[src/rtl/sd_mag_pkg.sv]
// Shared helpers and FSM encoding for the multi-channel sigma-delta magnitude estimator.
package sd_mag_pkg;

    // Index width for n items, never narrower than one bit.
    function automatic int ch_bits(input int n);
        if (n > 1) begin
            return $clog2(n);
        end else begin
            return 1;
        end
    endfunction

    function automatic int fs(input int width);
        return (1 << (width - 1)) - 1;
    endfunction

    typedef enum logic {
        IDLE = 1'b0,
        SEND = 1'b1
    } state_t;

endpackage

[src/rtl/sd_mag_channel.sv]
// One channel: bipolar leaky integrator, rectifier, second leaky integrator.
// With SD_MAG_PEAK_EN defined a window peak register feeds the snapshot.
module sd_mag_channel
    import sd_mag_pkg::*;
#(
    parameter int WIDTH = 16,
    parameter int GAIN  = 6
) (
    input  logic             clk,
    input  logic             rst,
    input  logic             en,
    input  logic             wrap,
    input  logic             sd,
    output logic [WIDTH-1:0] snap
);
    localparam int AW = WIDTH + GAIN;
    localparam int BW = WIDTH - 1 + GAIN;
    localparam logic signed [AW-1:0] FS_A     = AW'(fs(WIDTH));
    localparam logic signed [AW-1:0] NEG_FS_A = -FS_A;
    localparam logic [WIDTH-2:0]     FS_M     = (WIDTH-1)'(fs(WIDTH));

    logic signed [AW-1:0] a_r;
    logic signed [AW-1:0] x_s;
    logic signed [AW-1:0] e_s;
    logic signed [AW-1:0] abs_s;
    logic [WIDTH-2:0]     m_s;
    logic [BW-1:0]        b_r;
    logic [WIDTH-1:0]     mag_s;

    // Stage-1 output rectified and clamped to full scale.
    always_comb begin
        x_s = sd ? FS_A : NEG_FS_A;
        e_s = a_r >>> GAIN;
        if (e_s[AW-1]) begin
            abs_s = -e_s;
        end else begin
            abs_s = e_s;
        end
        if (abs_s > FS_A) begin
            m_s = FS_M;
        end else begin
            m_s = abs_s[WIDTH-2:0];
        end
        mag_s = {1'b0, b_r[BW-1:GAIN]};
    end

    // Both integrators; intermediate sums may wrap but each final result fits.
    always_ff @(posedge clk) begin
        if (rst) begin
            a_r <= {AW{1'b0}};
            b_r <= {BW{1'b0}};
        end else if (en) begin
            a_r <= a_r + x_s - (a_r >>> GAIN);
            b_r <= b_r + {{GAIN{1'b0}}, m_s} - (b_r >> GAIN);
        end
    end

`ifdef SD_MAG_PEAK_EN
    logic [WIDTH-1:0] peak_r;
    logic [WIDTH-1:0] pmax_s;

    // Running maximum including the value about to be captured.
    always_comb begin
        if (mag_s > peak_r) begin
            pmax_s = mag_s;
        end else begin
            pmax_s = peak_r;
        end
    end

    // Peak restarts at every window boundary.
    always_ff @(posedge clk) begin
        if (rst) begin
            peak_r <= {WIDTH{1'b0}};
        end else if (en) begin
            peak_r <= wrap ? {WIDTH{1'b0}} : pmax_s;
        end
    end

    assign snap = pmax_s;
`else
    logic wrap_unused_s;
    assign wrap_unused_s = wrap;
    assign snap = mag_s;
`endif

endmodule

[src/rtl/sd_magnitude_multi.sv]
// Multi-channel sigma-delta magnitude estimator with decimated, serialised output.
// Optional window-peak reporting via SD_MAG_PEAK_EN.
module sd_magnitude_multi
    import sd_mag_pkg::*;
#(
    parameter int CHANNELS = 4,
    parameter int WIDTH    = 16,
    parameter int GAIN     = 6,
    parameter int DECIM    = 64
) (
    input  logic                          clk,
    input  logic                          rst,
    input  logic                          en,
    input  logic [CHANNELS-1:0]           in,
    output logic [WIDTH-1:0]              out,
    output logic [ch_bits(CHANNELS)-1:0]  outChan,
    output logic                          outValid,
    input  logic                          outReady,
    output logic                          overrun
);
    localparam int CH_BITS  = ch_bits(CHANNELS);
    localparam int CNT_BITS = ch_bits(DECIM);
    localparam logic [CNT_BITS-1:0] CNT_LAST = CNT_BITS'(DECIM - 1);
    localparam logic [CH_BITS-1:0]  IDX_LAST = CH_BITS'(CHANNELS - 1);

    logic [CNT_BITS-1:0] cnt_r;
    logic                wrap_s;
    logic                capture_s;
    logic [WIDTH-1:0]    snap_s [CHANNELS];
    logic [WIDTH-1:0]    bank_r [CHANNELS];
    state_t              state_r;
    state_t              state_s;
    logic [CH_BITS-1:0]  idx_r;
    logic [CH_BITS-1:0]  idx_s;
    logic [WIDTH-1:0]    out_s;
    logic [CH_BITS-1:0]  chan_s;
    logic                valid_s;

    for (genvar k = 0; k < CHANNELS; k++) begin : g_ch
        sd_mag_channel #(
            .WIDTH (WIDTH),
            .GAIN  (GAIN)
        ) u_ch (
            .clk   (clk),
            .rst   (rst),
            .en    (en),
            .wrap  (wrap_s),
            .sd    (in[k]),
            .snap  (snap_s[k])
        );
    end

    assign wrap_s    = en && (cnt_r == CNT_LAST);
    assign capture_s = wrap_s && (state_r == IDLE);

    // Next-state and next-output logic; the first word bypasses the bank.
    always_comb begin
        state_s = state_r;
        idx_s   = idx_r;
        out_s   = out;
        chan_s  = outChan;
        valid_s = outValid;
        case (state_r)
            IDLE: begin
                if (wrap_s) begin
                    state_s = SEND;
                    idx_s   = {CH_BITS{1'b0}};
                    out_s   = snap_s[0];
                    chan_s  = {CH_BITS{1'b0}};
                    valid_s = 1'b1;
                end else begin
                    valid_s = 1'b0;
                end
            end
            SEND: begin
                if (outValid && outReady) begin
                    if (idx_r == IDX_LAST) begin
                        state_s = IDLE;
                        valid_s = 1'b0;
                    end else begin
                        idx_s  = idx_r + 1'b1;
                        out_s  = bank_r[idx_s];
                        chan_s = idx_s;
                    end
                end else begin
                    valid_s = 1'b1;
                end
            end
            default: begin
                state_s = IDLE;
                valid_s = 1'b0;
            end
        endcase
    end

    // State, outputs, decimation counter, snapshot bank and sticky overrun.
    always_ff @(posedge clk) begin
        if (rst) begin
            state_r  <= IDLE;
            idx_r    <= {CH_BITS{1'b0}};
            out      <= {WIDTH{1'b0}};
            outChan  <= {CH_BITS{1'b0}};
            outValid <= 1'b0;
            overrun  <= 1'b0;
            cnt_r    <= {CNT_BITS{1'b0}};
            for (int k = 0; k < CHANNELS; k++) begin
                bank_r[k] <= {WIDTH{1'b0}};
            end
        end else begin
            state_r  <= state_s;
            idx_r    <= idx_s;
            out      <= out_s;
            outChan  <= chan_s;
            outValid <= valid_s;
            if (en) begin
                cnt_r <= wrap_s ? {CNT_BITS{1'b0}} : cnt_r + 1'b1;
            end
            if (wrap_s && (state_r == SEND)) begin
                overrun <= 1'b1;
            end
            if (capture_s) begin
                for (int k = 0; k < CHANNELS; k++) begin
                    bank_r[k] <= snap_s[k];
                end
            end
        end
    end

endmodule

[config.mk]
export PLATFORM = sky130hd
export DESIGN_NAME = sd_magnitude_multi
export DESIGN_NICKNAME = d
export VERILOG_FILES = /design/src/rtl/sd_mag_pkg.sv /design/src/rtl/sd_mag_channel.sv /design/src/rtl/sd_magnitude_multi.sv
export SDC_FILE = /design/constraint.sdc
export NUM_CORES = 1
export LEC_CHECK = 0
export ABC_AREA = 0
export ABC_CLOCK_PERIOD_IN_PS = 9600
export CAP_MARGIN = 20
export CORE_ASPECT_RATIO = 0.9
export CORE_MARGIN = 2
export CORE_UTILIZATION = 55
export CTS_BUF_LIST = sky130_fd_sc_hd__clkbuf_8
export DETAILED_ROUTE_END_ITERATION = 7
export PLACE_DENSITY = 0.78
export SLEW_MARGIN = 25
export SYNTH_ARGS = -nofsm -noshare
export SYNTH_HDL_FRONTEND = slang
export SYNTH_SLANG_ARGS = --single-unit
[constraint.sdc]
create_clock -name clk -period 9.6 [get_ports clk]
set_input_delay 0.96 -clock clk [delete_from_list [all_inputs] [get_ports clk]]
set_output_delay 0.96 -clock clk [all_outputs]
set_load 0.03 [all_outputs]
==> metrics.log <==
INFO  metric num_antenna_cells = 0
INFO  metric postRouteWirelength = 55000 um
INFO  metric number_of_global_route_vias_before_repair = 18500
INFO  metric worstPathBufferInverterCount = 2
INFO  metric timing.slew.headroom = 33.5%
INFO  metric grt_start_max_net_pins = 106
INFO  metric detail_route.iter0.violations = 1508
INFO  metric clock_sink_count = 258
INFO  metric holdCritPathClass = reg -> reg
INFO  metric drcViolationCount = 0
INFO  metric async_set_or_reset_flop_fraction_in_the_synthesized_netlist = 0%
INFO  metric worst-slew-pin-transition = 996 ps
INFO  metric cts_setup_buffers = 0
INFO  metric post_synth.cell_area_avg = 8.58 um2
INFO  metric worst_setup_hold_path_clk_slew = 70 ps
INFO  metric cap_viol_max_count = 0
INFO  metric port_buffers = 26
INFO  metric cts_made_buffers = 47
INFO  metric status = finished clean
INFO  metric final.hold.worst_slack = 486 ps
INFO  metric synthCells = 2675
INFO  metric crit_path_cell_trace = or4_1 -> nor4_1 -> nand2_1 -> nor4_2 -> buf_4 -> a211oi_1 -> fa_1 -> inv_1 -> ha_1 -> a21o_1 -> a21o_1 -> a2111oi_2 -> o21ai_0 -> o41ai_2 -> o21ai_0 -> o31ai_1 -> xor2_1 -> o21ai_0
INFO  metric first_pass_iters = 6
INFO  metric drv_slew = 0
INFO  metric floorplan.core_area = 40900 um2
INFO  metric critPathArrivalTime = 5930 ps
INFO  metric reg2reg_slack = 4160 ps
INFO  metric tns = 0 ps
INFO  metric finalClockSkew = 34.9 ps
INFO  metric synth.net_count = 3013
INFO  metric cts_tree = yes
INFO  metric yosys_warnings = 0
INFO  metric grt_setup_unrepaired = no
INFO  metric ctsHtreeMaxLevel = 2
INFO  metric final_layout_size_suffix_gt1_share = 5.03%
INFO  metric clk_lat_worst_skew = 640 ps
INFO  metric ctsHoldBuffers = 0
INFO  metric via_per_inst = 5.83
INFO  metric timing_worst_setup_path_type = reg -> reg
INFO  metric io_pins = 28
INFO  metric post_drt_wl_per_cell = 17.0 um
INFO  metric grt-ovfl-total = 0
INFO  metric wire_length_of_the_first_global_routing_pass = 91600 um
INFO  metric cp.required = 10090 ps
INFO  metric die_w = 219 um
INFO  metric critical-path-top-cell-by-count = o21ai_0
INFO  metric cp-start-kind = flop
INFO  metric ys_dominant_reg_cell = dfxtp_1
INFO  metric clk_root_buffer_cell = clkbuf_8
INFO  metric critPathCaptureType = flop
INFO  metric dieArea = 43400 um2
INFO  metric initial_utilization = 56.1%
INFO  metric critical_path.slowest_cell = or4_1
INFO  metric r2r-end = g_ch[0].u_ch.b_r[19]
INFO  metric final_nets = 3003
INFO  metric post_synth_num_cell_types = 73
INFO  metric hold-path-cell-count = 2
INFO  metric layout_stage_area_growth_over_the_synthesis_result = 7.26%
INFO  metric gp_routability_congestion = 0.923
INFO  metric synth-seq-area-share = 25.1%
INFO  metric setup_violations = 0
INFO  metric maxClockFrequency = 0.184 GHz
INFO  metric core.rowCount = 70
INFO  metric ys_ff_latch = 258
INFO  metric report.final.hold_viol_count = 0
INFO  metric max_stage_delay = 620 ps
INFO  metric syn-cell-area = 22900 um2
INFO  metric clk_path_buf_depth = 3
INFO  metric die_h = 198 um
INFO  metric min-delay-start = g_ch[3].u_ch.a_r[2]
INFO  metric cts-resized-gates = 0
INFO  metric critPathMaxFanout = 13
INFO  metric drtAntennaViolNets = 0
INFO  metric groute.usage.overall = 25.9%
INFO  metric fillerInstances = 3410
INFO  metric whs_endpoint = g_ch[3].u_ch.a_r[2]
INFO  metric antenna_found_initial = 0
INFO  metric dr_total_vias = 18900
INFO  metric critical_path.top_delay_family = compound AO/OA/AOI/OAI gates
INFO  metric place.detailed.hpwl = 40200 um
INFO  metric period_minus_slack = 5440 ps
INFO  metric worst-r2r-cell-count = 18
INFO  metric r2r_start = g_ch[0].u_ch.a_r[12]
INFO  metric number_of_synthesized_flops_with_an_enable_pin = 60
INFO  metric fin_crit_sh = 56.6%
-- worst max-delay path by stage --
| stage | slack, ps | depth (start not counted) | end | from |
|---|---|---|---|---|
| floorplan | 4720 | 19 | g_ch[0].u_ch.b_r[20] | g_ch[0].u_ch.a_r[12] |
| global placement | 4190 | 16 | g_ch[1].u_ch.b_r[19] | g_ch[1].u_ch.a_r[15] |
| detailed placement | 4000 | 17 | g_ch[1].u_ch.b_r[19] | g_ch[1].u_ch.a_r[8] |
| CTS | 4020 | 17 | g_ch[1].u_ch.b_r[19] | g_ch[1].u_ch.a_r[8] |
| global route | 3770 | 17 | g_ch[1].u_ch.b_r[18] | g_ch[1].u_ch.a_r[9] |
| finish | 4160 | 18 | g_ch[0].u_ch.b_r[19] | g_ch[0].u_ch.a_r[12] |
-- stage by stage --
stage	cell area (um2)	cells	util (%)	setup slack, ps
6_report	24600	3243	60.2	4160
3_5_place_dp	23700	3156	57.9	4000
3_3_place_gp	23700	3156	57.9	4190
4_1_cts	24600	3243	60.1	4020
5_1_grt	24600	3243	60.2	3770
2_1_floorplan	22900	2675	-	4720
-- registers in the layout, indices dropped and copies added, names as in the netlist --
name	count
cnt_r	6
idx_r	2
bank_r	60
outValid	1
g_ch.u_ch.b_r	84
g_ch.u_ch.a_r	88
out	15
overrun	1
state_r	1
-- Yosys cell counts, types with 9 or more instances --
library cell	instances	share of area [%]
nor2b_1	11	0.30
inv_1	414	6.8
mux2i_1	97	4.2
o41ai_1	11	0.42
nor2_1	272	4.4
xnor2_1	138	5.3
buf_1	11	0.18
nand3_1	32	0.70
fa_1	140	12
clkbuf_1	91	1.5
and3_1	12	0.33
xor2_1	46	1.8
dfxtp_1	198	17
nor3_1	40	0.87
or3_1	9	0.25
edfxtp_1	60	7.9
o211ai_1	10	0.33
a31o_2	11	0.42
o21a_1	26	0.85
a211oi_1	61	2.0
a31oi_1	10	0.27
mux4_2	15	1.5
nor3b_1	9	0.29
ha_1	190	10
o21ai_0	130	2.8
nand2b_1	15	0.41
a21oi_1	131	2.9
nand2_1	157	2.6
o31ai_1	23	0.75
a21o_1	91	3.0
nor4_1	65	1.8
o21bai_1	34	1.1
nand4_1	13	0.35
-- routing by layer --
| layer | track usage [%] | vias up | share of wire [%] |
|---|---|---|---|
| li1 | - | 9168 | - |
| met1 | 35.5 | 9001 | 45 |
| met2 | 41.6 | 629 | 46 |
| met3 | 4.47 | 124 | 6.4 |
| met4 | 8.63 | 0 | 2.8 |
| met5 | 0 | - | 0 |
-- cells in the final DEF, fill, tap and decap left out, drive strengths merged, types with 60 or more instances in the layout --
cell / Yosys / layout
nand2: 157 / 157
nor2: 272 / 272
mux2i: 97 / 97
o21ai: 131 / 131
edfxtp: 60 / 60
inv: 414 / 427
dfxtp: 198 / 198
ha: 190 / 190
a21o: 91 / 91
nor4: 65 / 65
a211oi: 61 / 61
xnor2: 138 / 138
a21oi: 131 / 131
fa: 140 / 140
-- worst reg2reg max path, cell delays in order, from the launching register on --
cell       delay [ps]
dfxtp_1           390
or4_1             620
nor4_1            420
nand2_1           170
nor4_2            150
buf_4             220
a211oi_1           80
fa_1              500
inv_1              70
ha_1              300
a21o_1            170
a21o_1            210
a2111oi_2         440
o21ai_0           240
o41ai_2           470
o21ai_0           270
o31ai_1           300
xor2_1            180
o21ai_0            90
-- area by class of cell --
class	count	area [um2]	area share, %
multi-input cells	1900	15300	62.1
flip-flops and latches	258	5770	23.4
inverters	414	1550	6.31
clock buffers	57	785	3.19
well taps	540	676	2.75
repair buffers	44	398	1.62
clock inverters	30	143	0.580
-- logic make-up after synthesis --
| logic type | Yosys count | share of synthesized area (%) |
|---|---|---|
| and+or+nand+nor | 666 | 13.4 |
| other | 1 | 0.0163 |
| DFF | 258 | 25.1 |
| adders and majority gates | 330 | 22.6 |
| xor gates and xnor gates | 184 | 7.02 |
| muxes | 113 | 5.75 |
| buffers and inverters | 517 | 8.47 |
| AOI/OAI and AO/OA | 606 | 17.6 |
Power is left out: the tool's default activity adds up to more than one toggle a clock period on the data nets, which glitch-free logic cannot reach.
